## config.mk

```make
export PLATFORM = sky130hd
export DESIGN_NAME = if_stage_flat
export DESIGN_NICKNAME = d
export VERILOG_FILES = /design/src/rtl/if_stage_if.sv /design/src/rtl/if_stage.sv /design/src/flat_wrapper.sv
export SDC_FILE = /design/constraint.sdc
export NUM_CORES = 1
export LEC_CHECK = 0
export ABC_CLOCK_PERIOD_IN_PS = 2900
export BUFFER_PORTS_ARGS = -buffer_cell sky130_fd_sc_hd__buf_2
export CORE_UTILIZATION = 30
export DETAILED_ROUTE_END_ITERATION = 10
export PLACE_DENSITY = 0.62
export SYNTH_ARGS = -nofsm -noshare
export SYNTH_HDL_FRONTEND = slang
export SYNTH_SLANG_ARGS = --single-unit
```

## constraint.sdc

```tcl
create_clock -name clk -period 2.9 [get_ports clk]
set_input_delay 0.435 -clock clk [delete_from_list [all_inputs] [get_ports clk]]
set_output_delay 0.435 -clock clk [all_outputs]
set_load 0.05 [all_outputs]
```

## src/rtl/if_stage_if.sv

```systemverilog
// rtl/if_stage_if.sv - IF stage bundle: ID handshake, branch redirect and inst SRAM port.
// fs_adef and its modport entries exist only when IF_ADEF_CHECK_EN is defined.
interface if_stage_if;
  logic        ds_allowin;
  logic        br_taken;
  logic [31:0] br_target;
  logic        fs_to_ds_valid;
  logic [31:0] fs_pc;
  logic [31:0] fs_inst;
  logic        inst_sram_en;
  logic [3:0]  inst_sram_we;
  logic [31:0] inst_sram_addr;
  logic [31:0] inst_sram_wdata;
  logic [31:0] inst_sram_rdata;
`ifdef IF_ADEF_CHECK_EN
  logic        fs_adef;

  modport master (
    input  ds_allowin, br_taken, br_target, inst_sram_rdata,
    output fs_to_ds_valid, fs_pc, fs_inst, fs_adef,
           inst_sram_en, inst_sram_we, inst_sram_addr, inst_sram_wdata
  );
  modport slave (
    output ds_allowin, br_taken, br_target, inst_sram_rdata,
    input  fs_to_ds_valid, fs_pc, fs_inst, fs_adef,
           inst_sram_en, inst_sram_we, inst_sram_addr, inst_sram_wdata
  );
`else
  modport master (
    input  ds_allowin, br_taken, br_target, inst_sram_rdata,
    output fs_to_ds_valid, fs_pc, fs_inst,
           inst_sram_en, inst_sram_we, inst_sram_addr, inst_sram_wdata
  );
  modport slave (
    output ds_allowin, br_taken, br_target, inst_sram_rdata,
    input  fs_to_ds_valid, fs_pc, fs_inst,
           inst_sram_en, inst_sram_we, inst_sram_addr, inst_sram_wdata
  );
`endif
endinterface

```

## src/rtl/if_stage.sv

```systemverilog
// rtl/if_stage.sv - LoongArch instruction-fetch stage: PC, next-PC mux, inst SRAM, redirect squash.
// Optional misaligned-fetch detection is enabled by defining IF_ADEF_CHECK_EN.
module if_stage #(
  parameter logic [31:0] RESET_PC = 32'h1c000000,
  parameter logic [31:0] NOP_INST = 32'h02800000
) (
  input logic        clk,
  input logic        reset,
  if_stage_if.master bus
);

  logic        fs_valid_q, fs_valid_d;
  logic [31:0] fs_pc_q, fs_pc_d;
  logic        br_pending_q, br_pending_d;
  logic [31:0] br_target_r_q, br_target_r_d;
  logic        cancel_q, cancel_d;
  logic        rdata_fresh_q, rdata_fresh_d;
  logic        buf_valid_q, buf_valid_d;
  logic [31:0] buf_q, buf_d;
`ifdef IF_ADEF_CHECK_EN
  logic        adef_q, adef_d;
  logic        misaligned;
`endif

  logic        to_fs_valid;
  logic        fs_allowin;
  logic        fetch_go;
  logic        fs_to_ds_valid;
  logic        consumed;
  logic [31:0] nextpc;
  logic [31:0] raw_inst;

  always_comb begin
    if (bus.br_taken)      nextpc = bus.br_target;
    else if (br_pending_q) nextpc = br_target_r_q;
    else                   nextpc = fs_pc_q + 32'd4;
  end

  // No branch stall source exists here, so allowin reduces to "empty or ID takes it".
  assign to_fs_valid    = ~reset;
  assign fs_allowin     = ~fs_valid_q | bus.ds_allowin;
  assign fetch_go       = to_fs_valid & fs_allowin;
  assign fs_to_ds_valid = fs_valid_q & ~bus.br_taken & ~br_pending_q & ~cancel_q;
  assign consumed       = bus.ds_allowin & fs_to_ds_valid;
  assign raw_inst       = buf_valid_q ? buf_q : bus.inst_sram_rdata;

`ifdef IF_ADEF_CHECK_EN
  assign misaligned       = |nextpc[1:0];
  assign bus.inst_sram_en = fetch_go & ~misaligned;
  assign bus.fs_adef      = adef_q;
  assign bus.fs_inst      = (fs_to_ds_valid & ~adef_q) ? raw_inst : NOP_INST;
`else
  assign bus.inst_sram_en = fetch_go;
  assign bus.fs_inst      = fs_to_ds_valid ? raw_inst : NOP_INST;
`endif

  assign bus.inst_sram_addr  = nextpc;
  assign bus.inst_sram_we    = 4'h0;
  assign bus.inst_sram_wdata = 32'h0;
  assign bus.fs_to_ds_valid  = fs_to_ds_valid;
  assign bus.fs_pc           = fs_pc_q;

  always_comb begin
    fs_valid_d    = fs_valid_q;
    fs_pc_d       = fs_pc_q;
    br_pending_d  = br_pending_q;
    br_target_r_d = br_target_r_q;
    cancel_d      = cancel_q;
    rdata_fresh_d = fetch_go;
    buf_valid_d   = buf_valid_q;
    buf_d         = buf_q;
`ifdef IF_ADEF_CHECK_EN
    adef_d        = adef_q;
`endif
    if (fetch_go) begin
      fs_valid_d   = 1'b1;
      fs_pc_d      = nextpc;
      buf_valid_d  = 1'b0;
      br_pending_d = 1'b0;
      cancel_d     = 1'b0;
`ifdef IF_ADEF_CHECK_EN
      adef_d       = misaligned;
`endif
    end else begin
      if (consumed) fs_valid_d = 1'b0;
      if (bus.br_taken) begin
        br_pending_d  = 1'b1;
        br_target_r_d = bus.br_target;
        cancel_d      = 1'b1;
      end
      // SRAM data is only valid the cycle after a read; hold it while ID is stalled.
      if (rdata_fresh_q && !buf_valid_q && !consumed) begin
        buf_valid_d = 1'b1;
        buf_d       = bus.inst_sram_rdata;
      end
    end
  end

  always_ff @(posedge clk or posedge reset) begin
    if (reset) begin
      fs_valid_q    <= 1'b0;
      fs_pc_q       <= RESET_PC - 32'd4;
      br_pending_q  <= 1'b0;
      br_target_r_q <= 32'h0;
      cancel_q      <= 1'b0;
      rdata_fresh_q <= 1'b0;
      buf_valid_q   <= 1'b0;
      buf_q         <= 32'h0;
`ifdef IF_ADEF_CHECK_EN
      adef_q        <= 1'b0;
`endif
    end else begin
      fs_valid_q    <= fs_valid_d;
      fs_pc_q       <= fs_pc_d;
      br_pending_q  <= br_pending_d;
      br_target_r_q <= br_target_r_d;
      cancel_q      <= cancel_d;
      rdata_fresh_q <= rdata_fresh_d;
      buf_valid_q   <= buf_valid_d;
      buf_q         <= buf_d;
`ifdef IF_ADEF_CHECK_EN
      adef_q        <= adef_d;
`endif
    end
  end

endmodule

```

## src/flat_wrapper.sv

```systemverilog
// flat-port wrapper written by rule: the top's interface ports become plain ports
module if_stage_flat 
#(
  parameter logic [31:0] RESET_PC = 32'h1c000000,
  parameter logic [31:0] NOP_INST = 32'h02800000
)
  (clk, reset, bus_ds_allowin, bus_br_taken, bus_br_target, bus_inst_sram_rdata, bus_fs_to_ds_valid, bus_fs_pc, bus_fs_inst, bus_inst_sram_en, bus_inst_sram_we, bus_inst_sram_addr, bus_inst_sram_wdata);
  if_stage_if bus_i ();
  input logic clk;
  input logic reset;
  input wire logic [$bits(bus_i.ds_allowin)-1:0] bus_ds_allowin;
  input wire logic [$bits(bus_i.br_taken)-1:0] bus_br_taken;
  input wire logic [$bits(bus_i.br_target)-1:0] bus_br_target;
  input wire logic [$bits(bus_i.inst_sram_rdata)-1:0] bus_inst_sram_rdata;
  output wire logic [$bits(bus_i.fs_to_ds_valid)-1:0] bus_fs_to_ds_valid;
  output wire logic [$bits(bus_i.fs_pc)-1:0] bus_fs_pc;
  output wire logic [$bits(bus_i.fs_inst)-1:0] bus_fs_inst;
  output wire logic [$bits(bus_i.inst_sram_en)-1:0] bus_inst_sram_en;
  output wire logic [$bits(bus_i.inst_sram_we)-1:0] bus_inst_sram_we;
  output wire logic [$bits(bus_i.inst_sram_addr)-1:0] bus_inst_sram_addr;
  output wire logic [$bits(bus_i.inst_sram_wdata)-1:0] bus_inst_sram_wdata;
  assign bus_i.ds_allowin = bus_ds_allowin;
  assign bus_i.br_taken = bus_br_taken;
  assign bus_i.br_target = bus_br_target;
  assign bus_i.inst_sram_rdata = bus_inst_sram_rdata;
  assign bus_fs_to_ds_valid = bus_i.fs_to_ds_valid;
  assign bus_fs_pc = bus_i.fs_pc;
  assign bus_fs_inst = bus_i.fs_inst;
  assign bus_inst_sram_en = bus_i.inst_sram_en;
  assign bus_inst_sram_we = bus_i.inst_sram_we;
  assign bus_inst_sram_addr = bus_i.inst_sram_addr;
  assign bus_inst_sram_wdata = bus_i.inst_sram_wdata;
  if_stage #(.RESET_PC(RESET_PC), .NOP_INST(NOP_INST)) u_core (.clk(clk), .reset(reset), .bus(bus_i));
endmodule
```

==> results.json <==
{
  "final_critical_path_setup_slack_ps": -142,
  "hold_path.class": "input port to async pin",
  "wl_per_cell_um": 15.8,
  "relSlewSlack": 0.327,
  "grt_setup_unrepaired": "yes",
  "grt_pass1_wl_um": 28100,
  "status": "finished with violations",
  "via_per_inst": 4.83,
  "drc": 0,
  "cts.sinks": 100,
  "grt_max_degree": 52,
  "yosysSeqAreaShare": 0.404,
  "fin_crit_ps": 3040,
  "synth_top_area_frac": 0.295,
  "seq_area_um2": 2540,
  "area_delta_synth_final_pct": 35.0,
  "grt_usage": 0.166,
  "multi_input_comb_area_um2": 3680,
  "cts_buffers": 9,
  "path_clk_slew_ps": 70,
  "drt_iter0_markers": 236,
  "wl_um": 17800,
  "place_congestion": 0.754,
  "die_w_um": 147,
  "netlist_instances": 649,
  "io_buffers": 165,
  "hpwl_um": 12400,
  "end_kind": "output pin",
  "ant_nets": 0,
  "setup_tns_ps": -857,
  "post-route-period-util": 1.05,
  "async_reset_ff_frac": 1.00,
  "fmax_mhz": 329,
  "crit_arrival_ps": 2610,
  "synth_top_area_cell": "dfrtp_1",
  "cts_root_buf": "clkbuf_16",
  "max_slew.worst_pin.slew_ps": 1010,
  "firstDrtPassIters": 4,
  "final_max_slew_viol_count": 0,
  "clk_latency_ps": 350,
  "drive_gt1_frac": 0.478,
  "cp_max_fo": 5,
  "synth.area.top_cells": "dfrtp_1 (30%), mux2_2 (13%), dfstp_2 (11%)",
  "n_fill_cell": 1956,
  "tritoncts": "done",
  "dieArea_um2": 21500,
  "setup_viol": 12,
  "initial_core_util": 0.308,
  "avgSynthCellArea_um2": 9.66,
  "antenna_found_initial": 0,
  "overflow": 0,
  "core-area_um2": 20400,
  "yosys-top-cells-count": "dfrtp_1 (74), mux2_2 (71), nand2_1 (59)",
  "grt_pass1_vias": 5181,
  "hold_viol": 0,
  "netlist_area_um2": 6270,
  "finalClockSkew_ps": 9.44,
  "final_nets": 916,
  "die_h_um": 147,
  "antenna-diode-count": 0,
  "ys_ff_latch": 100,
  "power.leakage_nw": 3.88,
  "power.total_mw": 5.98,
  "path_class": "flop to output pin",
  "synth_ff_type": "dfrtp_1",
  "h-tree-depth": 3,
  "synth_edf_count": 0,
  "synth_most_common_cell": "dfrtp_1",
  "worstPathRequired_ps": 2470,
  "vdd_ir_drop_max_v": 0.000369,
  "vias": 5418,
  "rows": 52,
  "yosys_warnings": 0,
  "dpl.cell_count": 1083,
  "startpoint_type": "flop",
  "finalNonFillerCells": 1122,
  "ys_types": 55,
  "violations": "setup timing",
  "maxCapViolCount": 0,
  "p_per_area_nw_per_um2": 706,
  "ios": 202,
  "cts_buffer_depth": 2
}
power breakdown:
part	internal, mW	switching [mW]
registers	1.80	0.317
clock network	0.718	0.558
logic	0.927	1.65
worst max-delay path, cell delays in order (launching register included):
cell and delay [ps]:
dfstp_4 650, ha_4 130, nand4_1 120, or3_4 420, buf_4 160, nor4_4 150, buf_4 170, a31oi_4 100
nor3_4 160, buf_6 180
cell usage in the layout, fill, tap and decap left out, types with 24 or more instances in the layout:
cell type  count
nor2_1        43
a21oi_1       33
conb_1        36
mux2_2        71
nand2_1       59
o21ai_0       25
buf_2        149
mux2i_1       49
dfstp_2       24
buf_4         62
dfrtp_1       72
layer usage:
metal	track usage	vias to the layer above	wire [µm]
met5	0	-	0
met4	0.0458	0	255
met3	0.0391	16	1070
met2	0.274	188	8350
met1	0.217	2611	8090
li1	-	2603	-
area by class of cell:
type | count | area share
Clock buffer | 11 | 0.0299
Clock inverter | 5 | 0.00695
Inverter | 17 | 0.00799
Multi-Input combinational cell | 484 | 0.435
Sequential cell | 100 | 0.301
Tap cell | 270 | 0.0399
Timing Repair Buffer | 235 | 0.179
worst paths after layout:
kind	start	endpoint	slack [ps]	cells after the start
max	u_core.bus.fs_pc[3]$_DFFE_PP1P_	bus_inst_sram_addr[28]	-140	9
min	reset	u_core.buf_q[3]$_DFFE_PP0P_	200	2
max reg2reg	u_core.bus.fs_pc[3]$_DFFE_PP1P_	u_core.bus.fs_pc[26]$_DFFE_PP0P_	510	10
min reg2reg	u_core.br_target_r_q[15]$_DFFE_PP0P_	u_core.br_target_r_q[15]$_DFFE_PP0P_	480	2
max in group asynchronous	reset	u_core.buf_q[22]$_DFFE_PP0P_	1910	3
min in group clk	reset	u_core.fs_valid_q$_DFFE_PP0P_	310	2
sequential cells by signal, indices dropped and copies added (netlist names):
register / flops
u_core.bus.fs_pc: 32
u_core.buf_q: 32
u_core.buf_valid_q: 1
u_core.fs_valid_q: 1
u_core.rdata_fresh_q: 1
u_core.br_pending_q: 1
u_core.br_target_r_q: 32
timing repair:
item | CTS | global route
setup buffers | 11 | 14
resized for setup | 50 | 23
hold buffers | 0 | 0
endpoints found under the setup margin | 16 | 17
pin swaps | 18 | 14
cells by family after synthesis:
logic type | after synthesis | share of synthesized area
mux | 121 | 0.208
other cells | 1 | 0.000598
fa+ha+maj | 1 | 0.00200
buf+inv | 100 | 0.0836
xor+xnor | 21 | 0.0293
compound gates | 115 | 0.115
flops | 100 | 0.404
simple gates | 190 | 0.157
metrics by stage:
stage          hold WS (ps)  setup slack (ps)  utilization  instance area [µm²]
6_report                201              -142        0.415                 8460
3_5_place_dp            471              26.9        0.375                 7640
2_1_floorplan           451              -170            -                 6550
3_3_place_gp            465              33.8        0.375                 7640
5_1_grt                 234              -236        0.415                 8460
4_1_cts                 208              -104        0.405                 8250
No activity file was read; power rests on OpenSTA's default activity.
